### config.mk
export PLATFORM = sky130hd
export DESIGN_NAME = aes_mixcolumns_seq
export DESIGN_NICKNAME = d
export VERILOG_FILES = /design/src/rtl/aes_pkg.sv /design/src/rtl/aes_mixcol_word.sv /design/src/rtl/aes_mixcolumns_seq.sv
export SDC_FILE = /design/constraint.sdc
export NUM_CORES = 1
export LEC_CHECK = 0
export CORE_MARGIN = 2
export CORE_UTILIZATION = 61
export CTS_BUF_LIST = sky130_fd_sc_hd__clkbuf_4
export DETAILED_ROUTE_END_ITERATION = 10
export DONT_BUFFER_PORTS = 1
export PLACE_DENSITY = 0.83
export SYNTH_ARGS = -nofsm -noshare
export SYNTH_HDL_FRONTEND = slang
export SYNTH_SLANG_ARGS = --single-unit
### constraint.sdc
create_clock -name clk -period 7.8 [get_ports clk]
set_clock_uncertainty 0.05 [all_clocks]
set_input_delay 1.56 -clock clk [delete_from_list [all_inputs] [get_ports clk]]
set_output_delay 1.56 -clock clk [all_outputs]
set_load 0.01 [all_outputs]
### src/rtl/aes_pkg.sv
// Shared AES definitions: GF(2^8) helpers, state type and the MixColumns FSM encoding.
package aes_pkg;

  localparam logic [7:0] AES_GF_POLY = 8'h1B;

  typedef logic [127:0] aes_state_t;

  typedef enum logic [1:0] {
    IDLE = 2'd0,
    BUSY = 2'd1,
    DONE = 2'd2
  } mixcol_state_t;

  // Multiply by 2 in GF(2^8) modulo x^8 + x^4 + x^3 + x + 1.
  function automatic logic [7:0] xtime(input logic [7:0] x);
    return {x[6:0], 1'b0} ^ (x[7] ? AES_GF_POLY : 8'h00);
  endfunction

endpackage

### src/rtl/aes_mixcol_word.sv
// Combinational MixColumns on one 32-bit column (row 0 in the MSB byte).
module aes_mixcol_word
  import aes_pkg::*;
(
  input  logic [31:0] col_in,
  output logic [31:0] col_out
);

  logic [7:0] a  [4];
  logic [7:0] a2 [4];

  // b_r = 2*a_r ^ 3*a_(r+1) ^ a_(r+2) ^ a_(r+3), indices mod 4.
  generate
    for (genvar gi = 0; gi < 4; gi++) begin : g_row
      assign a[gi]  = col_in[31-8*gi -: 8];
      assign a2[gi] = xtime(a[gi]);
      assign col_out[31-8*gi -: 8] = a2[gi] ^ a2[(gi+1)%4] ^ a[(gi+1)%4]
                                   ^ a[(gi+2)%4] ^ a[(gi+3)%4];
    end
  endgenerate

endmodule

### src/rtl/aes_mixcolumns_seq.sv
// Column-serial AES MixColumns: one column per clock, valid/ready in and out,
// with a per-block bypass for the final round.
module aes_mixcolumns_seq
  import aes_pkg::*;
(
  input  logic         clk,
  input  logic         rst_n,
  input  logic         in_valid,
  output logic         in_ready,
  input  logic [127:0] state_in,
  input  logic         bypass,
  output logic         out_valid,
  input  logic         out_ready,
  output logic [127:0] state_out
);

  mixcol_state_t state_reg, state_next;
  logic [1:0]    col_cnt_reg;
  aes_state_t    work_reg;
  aes_state_t    state_out_reg, state_out_next;
  logic          bypass_reg;
  logic          out_valid_reg;

  logic [31:0]   work_cols [4];
  logic [31:0]   col_in;
  logic [31:0]   col_out;

  generate
    for (genvar gi = 0; gi < 4; gi++) begin : g_col
      assign work_cols[gi] = work_reg[127-32*gi -: 32];
    end
  endgenerate

  assign col_in = work_cols[col_cnt_reg];

  aes_mixcol_word u_word (
    .col_in  (col_in),
    .col_out (col_out)
  );

  // A bypassed block spends a single BUSY cycle copying the work register.
  always_comb begin
    state_next = state_reg;
    case (state_reg)
      IDLE:    if (in_valid) state_next = BUSY;
      BUSY:    if (bypass_reg || col_cnt_reg == 2'd3) state_next = DONE;
      DONE:    if (out_ready) state_next = IDLE;
      default: state_next = IDLE;
    endcase
  end

  always_comb begin
    state_out_next = state_out_reg;
    if (state_reg == BUSY) begin
      if (bypass_reg) begin
        state_out_next = work_reg;
      end else begin
        for (int c = 0; c < 4; c++) begin
          if (col_cnt_reg == c[1:0]) state_out_next[127-32*c -: 32] = col_out;
        end
      end
    end
  end

  always_ff @(posedge clk) begin
    if (!rst_n) begin
      state_reg     <= IDLE;
      col_cnt_reg   <= 2'd0;
      work_reg      <= '0;
      state_out_reg <= '0;
      bypass_reg    <= 1'b0;
      out_valid_reg <= 1'b0;
    end else begin
      state_reg     <= state_next;
      state_out_reg <= state_out_next;
      out_valid_reg <= (state_next == DONE);
      if (state_reg == IDLE && in_valid) begin
        work_reg    <= state_in;
        bypass_reg  <= bypass;
        col_cnt_reg <= 2'd0;
      end else if (state_reg == BUSY && !bypass_reg) begin
        col_cnt_reg <= col_cnt_reg + 2'd1;
      end
    end
  end

  assign in_ready  = (state_reg == IDLE);
  assign out_valid = out_valid_reg;
  assign state_out = state_out_reg;

endmodule

-- Word level (Yosys, flattened, before mapping)
Index checks and enable logic that the tools add are counted.
- output and inout port bits: 130
- word-level logic and storage cells: 70
- input bits: 133
- register bits after elaboration: 262
- muxes and demuxes: 16
- magnitude comparators: 1
- reductions and logical operators: 15
- eq/ne operators: 6
- bitwise gates (word level): 22
- add/subtract/negate cells: 1
- operator list (cell ; count):
    $mux W32 ; 6
    $xor A8 B8 Y8 ; 20
    $mux W128 ; 1
    $bmux W32 S2 ; 1
    $mux W5 ; 4
    $eq A2 B2 Y1 const B ; 4
    $reduce_and A2 Y1 ; 4
    $reduce_bool A2 Y1 ; 4
    $mux W2 ; 3
    $pmux W2 S3 ; 1
    $eq A2 B1 Y1 const B ; 2
    $logic_not A2 Y1 ; 2
    $ge A3 B3 Y1 const B ; 1
    $not A2 Y3 ; 1
    $add A2 B1 Y2 const B ; 1
    $logic_and A1 B1 Y1 ; 2
    $reduce_or A2 Y1 ; 1
    $logic_not A1 Y1 ; 1
    $logic_or A1 B1 Y1 ; 1
    $not A1 Y1 ; 1

-- Depth between registers and ports, before layout
Gate-level depths: netlist of the first run.
- depth in word-level cells: 12
- gate-level depth with buffers: 9
- mapped depth without buffers: 6

-- By module
A second synthesis of the first run with hierarchy kept.
- cells, all modules: 1306
- area, all modules: 13322.8 µm²
- modules (own cells, without submodules) (module ; times used ; area each (µm²) ; sequential area each (µm²) ; cells each):
    aes_mixcolumns_seq ; 1 ; 12016.5 ; 5245.0 ; 1223
    aes_mixcol_word ; 1 ; 1306.3 ; 0.0 ; 83

-- Worst setup path before layout of the first run
No wires, ideal clock.
- path type: input-to-reg
- start point: input rst_n
- end point: register state_out_reg[97], in the netlist state_out[97]
- required time: 7.676 ns
- arrival: 2.515 ns
- setup time: 0.074 ns
- setup slack: 5.161 ns
- buffers on the path: 3
- stages: 5
- cell sequence: clkbuf_1 -> clkbuf_1 -> clkbuf_1 -> o21ai_0 -> a31oi_2
- RTL lines (what ; RTL line ; source):
    from (decl) ; aes_mixcolumns_seq.sv:7 ; input logic rst_n,
    to (signal assigned) ; aes_mixcolumns_seq.sv:75 ; state_out_reg <= state_out_next;
    to (decl) ; aes_mixcolumns_seq.sv:20 ; aes_state_t state_out_reg, state_out_next;

-- Final worst setup path of the first run
- start point: register col_cnt_reg[1]
- end point: register state_out_reg[72], in the netlist state_out[72]
- word-level cells in the longest chain between the ends: 12
- elaborated cells between the ends (all ways): 17
- classes of those cells: 1 x eq/ne; 7 x mux; 7 x bitwise; 2 x reduce/logical
- RTL lines (what ; RTL line ; source):
    from (decl) ; aes_mixcolumns_seq.sv:18 ; logic [1:0] col_cnt_reg;
    from (signal assigned) ; aes_mixcolumns_seq.sv:82 ; col_cnt_reg <= col_cnt_reg + 2'd1;
    $not A2 Y3 (implied by the code) ; aes_mixcolumns_seq.sv:34 ; assign col_in = work_cols[col_cnt_reg];
    $bmux W32 S2 ; aes_mixcolumns_seq.sv:34 ;
    $mux W32 (implied by the code) (2 in series) ; aes_mixcolumns_seq.sv:34 ;
    $mux W5 ; aes_pkg.sv:16 ; return {x[6:0], 1'b0} ^ (x[7] ? AES_GF_POLY : 8'h00);
    $xor A8 B8 Y8 ; aes_pkg.sv:16 ;
    $xor A8 B8 Y8 (2 in series) ; aes_mixcol_word.sv:17 ; assign col_out[31-8*gi -: 8] = a2[gi] ^ a2[(gi+1)%4] ^ a[(gi+1)%4]
    $xor A8 B8 Y8 (2 in series) ; aes_mixcol_word.sv:18 ; ^ a[(gi+2)%4] ^ a[(gi+3)%4];
    $mux W32 ; aes_mixcolumns_seq.sv:59 ; if (col_cnt_reg == c[1:0]) state_out_next[127-32*c -: 32] = col_out;
    $mux W128 ; aes_mixcolumns_seq.sv:55 ; if (bypass_reg) begin
Parallel ways exist; a longest one is shown, timed or not. The select of a mux whose other input is x is not followed.
A chain may end at the register's enable or synchronous reset.

==> qor_table.md, run 1 <==
| Stage | Parameter | Value |
|:---|:---|:---|
| run | Max capacitance violation total | 0 |
| logic synthesis | Sequential area share after synthesis | 43.8% |
| global route | Maximum number of pins on one net before global-route repair | 261 |
| sta | RSZ-0062 raised after global routing | no |
| sta | Max-Slew Margin vs Limit | 30.6% |
| worst setup path | Crit path buffers/inverters | 1 |
| logic synthesis | Post-synth EDFFs | 0 |
| worst setup path | Beginning of the critical path | col_cnt_reg[1] |
| detailed routing | Drc violations | 0 |
| placed design | Placer Congestion | 0.959 |
| global route | Antenna violations before repair | 1 |
| detailed routing | Vias per cell | 6.07 |
| worst setup path | Critical register-to-register path endpoint | state_out[72] |
| worst setup path | Critical path endpoint category | flop |
| worst hold path | Worst hold path depth | 2 |
| worst setup path | Type of the worst setup path | flop to flop |
| detailed routing | Top layer in use | met4 |
| logic synthesis | Post-Synthesis Cells | 1321 |
| floorplanning | Die H | 144 µm |
| logic synthesis | Mapped Nets | 1458 |
| floorplanning | Initial core utilization | 61.9% |
| placed design | Buffers on Ports | 0 |
| placed design | HPWL reported at the end of detailed placement | 21.9 mm |
| cts | Clock H-tree levels | 3 |
| sta | Worst setup margin | 4.46 ns |
| worst setup path | Worst path slowest cell | dfxtp_2 |
| sta | Final hold violations | 0 |
| detailed routing | Initial detailed-routing violation count | 734 |
| worst setup path | Startpoint kind of the worst setup timing path | flop |
| outcome | Run status | completed |
| worst hold path | Startpoint of the tightest hold check path | work_cols[11] |
| cts | PostCTS Resize Cnt | 0 |
| cts | Hold_buf cts | 0 |
| cts | TritonCTS clock tree | done |
| detailed routing | Detail Route met3 WL | 3.45 mm |
| sta | Final sum of negative setup slack | 0 ns |
| placed design | Post-placement worst setup slack | 4.41 ns |
| worst setup path | Critical Path, Cell by Cell | buf_4 -> mux4_2 -> xor2_1 -> xnor2_1 -> mux2i_1 -> a31oi_1 |
| logic synthesis | Synth Warn # | 0 |
| worst setup path | Count of cells along the worst register-to-register path | 6 |
| detailed routing | Total met2 wirelength after detailed routing | 15.6 mm |
| worst setup path | Critical R2R Launch | col_cnt_reg[1] |
| detailed routing | Met1 Wirelength | 13.1 mm |
| detailed routing | Length of the first detailed-routing pass in iterations | 5 |
| sta | Time the final worst path needs with I/O delays and setup | 3.34 ns |
| cts | Buffers inserted by post-CTS timing repair | 0 |
| sta | F_max | 300 MHz |
| cts | Insertion delay of the later-clocked pin in the worst-skew pair | 0.68 ns |
| logic synthesis | Synthesized area divided by synthesized cell count | 9.06 µm² |
| cts | Number of clock sinks | 262 |
| logic synthesis | Asr flop ratio synth | 0% |
| sta | Share of the clock period used by the worst path | 42.8% |
| logic synthesis | Post-synthesis register bit count | 262 |
| worst setup path | Largest stage delay on the critical path | 0.62 ns |
| power and ir drop | Worst-case vdd ir drop | 0.177 mV |
| worst setup path | Arrival @ worst endpoint | 3.80 ns |
| floorplanning | Num ports | 263 |
| cells and area | Area growth syn-to-layout | 7.44% |
| floorplanning | DIE WIDTH | 144 µm |
| logic synthesis | Synth unique cells | 30 |
| worst hold path | Type of the most critical hold path | flop to flop |
| logic synthesis | Cell types occupying the most area after synthesis | dfxtp_1 44%, nand2_1 12%, a21boi_0 8.1% |
| cts | Clock slew at the register clock pins of the worst setup and hold paths | 0.06 ns |
| sta | Number of pins exceeding their max-slew limit in the final report | 0 |
| floorplanning | CORE AREA | 19300 µm² |
| global route | Via count of the first global-routing pass | 9340 |
| cells and area | Share of layout cells above drive strength 1 | 12.7% |
| power and ir drop | Leakage power figure | 4.70 nW |
| detailed routing | Number of antenna-violating nets in the routed design | 0 |
| logic synthesis | Cell taking the most area after synthesis | dfxtp_1 |
| logic synthesis | Flip-flop cell with the highest count after synthesis | dfxtp_1 |
| worst hold path | Worst min-delay path endpoint | work_cols[11] |
| detailed routing | Routed wirelength normalized by instance count | 20.7 µm |
| power and ir drop | Power density normalized to cell area | 262 nW/µm² |
| global route | Aggregate global routing overflow | 0 |
| cts | CTS Root Cell | clkbuf_4 |
| sta | Final number of setup-violating endpoints | 0 |
| worst setup path | Family with the most delay on the worst path | multiplexers |
| cts | CTS Buf Count | 69 |
| cells and area | Final layout net count | 1429 |
| floorplanning | FP Rows | 51 |
| worst setup path | Critical path fanouts, max | 22 |
| logic synthesis | Synth top cells by count | 391 x nand2_1, 262 x dfxtp_1, 129 x a21boi_0, 129 x o21ai_0, 120 x a31oi_1 |
| global route | Global-route wire length before repair | 50.4 mm |
| logic synthesis | Cell with the most instances after synthesis | nand2_1 |
| global route | GRT Resource Usage Total | 31.3% |
| worst setup path | Required time of the critical path | 8.26 ns |
| cts | Deepest clock path buffer count | 3 |
| detailed routing | Final Routed Wirelength | 33.1 mm |
| logic synthesis | Portion of synthesized cell area occupied by the leading cell type | 43.8% |
| logic synthesis | Cell area after synthesis | 12000 µm² |
| power and ir drop | Overall power of the completed layout | 0.00337 W |
| floorplanning | Area enclosed by the die boundary | 20800 µm² |
| sta | Transition at the pin with the smallest max-transition slack | 1.04 ns |
| detailed routing | Total number of vias | 9719 |
| worst setup path | Reg2reg setup slack | 4.46 ns |
-- layout make-up --
type                            count  area [µm²]
Tap cell                          265         332
Fill cell                        1633        6470
Multi-Input combinational cell    947        6300
Clock buffer                       95         713
Inverter                            3        11.3
Clock inverter                     18         179
Sequential cell                   262        5250
Antenna cell                        1        2.50
Timing Repair Buffer                9        67.6
-- layout by cell type, fill, tap and decap left out, types with 4 or more instances in the layout --
cell and n:
xnor2_4 4, nor2b_1 6, a31oi_1 120, nand2b_1 9
mux4_2 29, ha_1 4, xnor3_1 31, mux2i_1 14
nand2_1 390, clkinv_1 11, o21ai_0 129, dfxtp_1 259
or2_4 8, xor2_1 11, a21boi_0 129, xnor2_1 24
buf_4 9, bufinv_16 4, a31oi_2 8, nor2_4 4
clkbuf_4 95, nor2_1 15
-- tightest hold or removal path, stage by stage, from the launching register on --
cell and delay, ns:
dfxtp_1 0.32, nand2_1 0.05, a21boi_0 0.06
-- kinds of logic (layout without fill, tap and decap cells) --
logic type | after synthesis | after routing | share of synthesized area, %
buffers and inverters | 112 | 125 | 3.85
adders and majority gates | 4 | 4 | 0.418
xor gates and xnor gates | 71 | 71 | 9.45
DFF | 262 | 262 | 43.8
and+or+nand+nor | 438 | 438 | 14.5
other | 0 | 1 | 0
AOI/OAI and AO/OA | 388 | 388 | 20.7
muxes | 46 | 46 | 7.29
-- metrics by stage --
step / cell area, µm² / utilization (%) / hold slack [ns] / std cells
after global placement: 12000 / 61.9 / 0.410 / 1486
after detailed placement: 12000 / 61.9 / 0.418 / 1486
final: 12900 / 66.5 / 0.424 / 1600
after floorplan: 12000 / - / 0.402 / 1321
after CTS: 12900 / 66.5 / 0.426 / 1599
after global routing: 12900 / 66.5 / 0.441 / 1600
-- report_power, final --
part	total (W)	leakage (nW)	switching, W	internal [W]
Sequential	0.00153	2.14	0.000100	0.00143
Combinational	0.000596	2.03	0.000336	0.000260
Clock	0.00124	0.523	0.000552	0.000692
-- routing by layer --
layer  GRT usage (%)  vias to the layer above
li1                -                     4558
met1            39.5                     4610
met3            9.87                       68
met2            50.0                      483
met5               0                        -
met4            13.0                        0
-- worst max-delay path by stage --
stage	slack (ns)	depth (start not counted)	end
after detailed placement	4.41	4	work_cols[44]
after global routing	4.27	6	state_out[115]
after global placement	4.37	4	bypass_reg
after floorplan	5.16	5	state_out[97]
final	4.46	6	state_out[72]
after CTS	4.44	6	state_out[115]
Power figures use the tool's default switching activity.
==> run 2: changes to the inputs <==
==> constraint.sdc (replaced) <==
create_clock -name clk -period 3.3 [get_ports clk]
set_clock_uncertainty 0.05 [all_clocks]
set_input_delay 0.66 -clock clk [delete_from_list [all_inputs] [get_ports clk]]
set_output_delay 0.66 -clock clk [all_outputs]
set_load 0.01 [all_outputs]
==> qor_table.md, run 2 (synthesis results as in run 1) <==
| Stage | Parameter | Value | Change |
|:---|:---|:---|:---|
| detailed routing | Met1 Wirelength | 13.3 mm | was 13.1 mm |
| worst hold path | Type of the most critical hold path | input port to flop | was flop to flop |
| worst setup path | Critical path endpoint category | flop | unchanged |
| global route | Via count of the first global-routing pass | 9142 | was 9340 |
| detailed routing | Length of the first detailed-routing pass in iterations | 5 | unchanged |
| cts | PostCTS Resize Cnt | 0 | unchanged |
| power and ir drop | Power density normalized to cell area | 601 nW/µm² | was 262 nW/µm² |
| placed design | Buffers on Ports | 0 | unchanged |
| worst setup path | Type of the worst setup path | flop to flop | unchanged |
| placed design | Post-placement worst setup slack | 0.493 ns | was 4.41 ns |
| global route | Antenna violations before repair | 2 | was 1 |
| global route | GRT Resource Usage Total | 31.4% | was 31.3% |
| detailed routing | Total met2 wirelength after detailed routing | 15.2 mm | was 15.6 mm |
| cts | Insertion delay of the later-clocked pin in the worst-skew pair | 0.67 ns | was 0.68 ns |
| floorplanning | DIE WIDTH | 144 µm | unchanged |
| placed design | HPWL reported at the end of detailed placement | 22.1 mm | was 21.9 mm |
| detailed routing | Initial detailed-routing violation count | 849 | was 734 |
| floorplanning | Area enclosed by the die boundary | 20800 µm² | unchanged |
| cells and area | Share of layout cells above drive strength 1 | 13.1% | was 12.7% |
| cells and area | Multi-input combinational cell area | 6300 µm² | unchanged |
| power and ir drop | Leakage power figure | 4.70 nW | about the same |
| floorplanning | Num ports | 263 | unchanged |
| sta | Worst setup margin | 0.433 ns | was 4.46 ns |
| detailed routing | Routed wirelength normalized by instance count | 20.6 µm | was 20.7 µm |
| cells and area | Area growth syn-to-layout | 7.54% | was 7.44% |
| cts | CTS Buf Count | 68 | was 69 |
| outcome | Run status | completed | unchanged |
| detailed routing | Number of antenna-violating nets in the routed design | 0 | unchanged |
| cells and area | # fillers | 1563 | was 1633 |
| detailed routing | Vias per cell | 6.15 | was 6.07 |
| cts | CTS Root Cell | clkbuf_4 | unchanged |
| sta | Number of pins exceeding their max-slew limit in the final report | 0 | unchanged |
| sta | Time the final worst path needs with I/O delays and setup | 2.87 ns | was 3.34 ns |
| run | Max capacitance violation total | 0 | unchanged |
| cells and area | Top library cells by usage in the layout, fill and taps aside | 390 x nand2_1, 259 x dfxtp_1, 129 x a21boi_0, 129 x o21ai_0, 120 x a31oi_1 | unchanged |
| worst setup path | Reg2reg setup slack | 0.43 ns | was 4.46 ns |
| power and ir drop | Worst-case vdd ir drop | 0.330 mV | was 0.177 mV |
| cts | Buffers inserted by post-CTS timing repair | 0 | unchanged |
| sta | Final hold violations | 0 | unchanged |
| cts | Hold_buf cts | 0 | unchanged |
| sta | Final sum of negative setup slack | 0 ns | unchanged |
| floorplanning | FP Rows | 51 | unchanged |
| cts | Number of clock sinks | 262 | unchanged |
| worst setup path | Required time of the critical path | 3.73 ns | was 8.26 ns |
| cells and area | Flip-flop and latch area | 5250 µm² | unchanged |
| sta | Max-Slew Margin vs Limit | 52.4% | was 30.6% |
| worst setup path | Critical path fanouts, max | 36 | was 22 |
| worst setup path | Startpoint kind of the worst setup timing path | flop | unchanged |
| detailed routing | Drc violations | 0 | unchanged |
| cts | TritonCTS clock tree | done | unchanged |
| placed design | Placer Congestion | 0.924 | was 0.959 |
| detailed routing | Detail Route met3 WL | 3.55 mm | was 3.45 mm |
| floorplanning | CORE AREA | 19300 µm² | unchanged |
| cts | Clock H-tree levels | 3 | unchanged |
| sta | Transition at the pin with the smallest max-transition slack | 0.714 ns | was 1.04 ns |
| global route | Aggregate global routing overflow | 0 | unchanged |
| detailed routing | Total number of vias | 9840 | was 9719 |
| cells and area | Final layout net count | 1432 | was 1429 |
| detailed routing | Top layer in use | met4 | unchanged |
| sta | Final number of setup-violating endpoints | 0 | unchanged |
| worst setup path | Arrival @ worst endpoint | 3.30 ns | was 3.80 ns |
| global route | Global-route wire length before repair | 50.1 mm | was 50.4 mm |
| cells and area | Leading cell type in the layout, fill and taps excluded | nand2_1 | unchanged |
| global route | Maximum number of pins on one net before global-route repair | 261 | unchanged |
| sta | F_max | 349 MHz | was 300 MHz |
| cts | Clock slew at the register clock pins of the worst setup and hold paths | 0.06 ns | about the same |
| cts | Deepest clock path buffer count | 3 | unchanged |
| sta | Share of the clock period used by the worst path | 86.9% | was 42.8% |
| sta | RSZ-0062 raised after global routing | no | unchanged |
| floorplanning | Initial core utilization | 61.9% | unchanged |
| detailed routing | Final Routed Wirelength | 33.0 mm | was 33.1 mm |
| floorplanning | Die H | 144 µm | unchanged |
## run 2: cell count changes in the layout (fill, tap and decap cells not counted), sizes merged
| cell | delta |
|---|---|
| bufinv | -3 |
| inv | +3 |
| clkbuf | +2 |
| buf | +4 |
| diode | +1 |
| clkinv | -7 |
## run 2: worst paths after layout
check	startpoint	to	cells past startpoint
min	state_in[72]	work_cols[72]	2
min reg2reg	work_cols[92]	work_cols[92]	2
max reg2reg	col_cnt_reg[1]	state_out[0]	6
max	col_cnt_reg[1]	state_out[0]	6
## run 2: through the flow
stage	instances	hold WS, ns	area, µm²	utilization (%)	total power [W]
after global routing	1599	0.0666	12900	66.6	0.00807
after detailed placement	1490	0.419	12100	62.4	0.00508
after floorplan	1321	0.402	12000	-	0.00471
after global placement	1490	0.410	12100	62.4	0.00506
after CTS	1598	0.0462	12900	66.5	0.00775
final	1600	0.0879	12900	66.6	0.00774
## run 2: metal layers
metal | vias to the layer above | track usage [%]
met5 | - | 0
met4 | 0 | 12.9
met3 | 80 | 9.07
met2 | 500 | 49.0
met1 | 4696 | 41.0
li1 | 4564 | -
## run 2: area by class of cell
type                            instances  area share (%)
Antenna cell                            2          0.0389
Clock buffer                           97            5.66
Clock inverter                         11           0.525
Inverter                                3          0.0875
Multi-Input combinational cell        947            49.0
Sequential cell                       262            40.8
Tap cell                              265            2.58
Timing Repair Buffer                   13            1.34
## run 2: power breakdown
part	switching (W)	total [W]	internal [W]
logic	0.000793	0.00143	0.000633
registers	0.000248	0.00362	0.00337
clock network	0.00128	0.00269	0.00141
total	0.00232	0.00774	0.00542
## run 2: worst max-delay path: stages (launching register included)
cell	delay [ns]
dfxtp_2	0.34
buf_12	0.28
mux4_2	0.63
xor2_1	0.46
xnor2_1	0.20
mux2i_1	0.57
a31oi_1	0.17
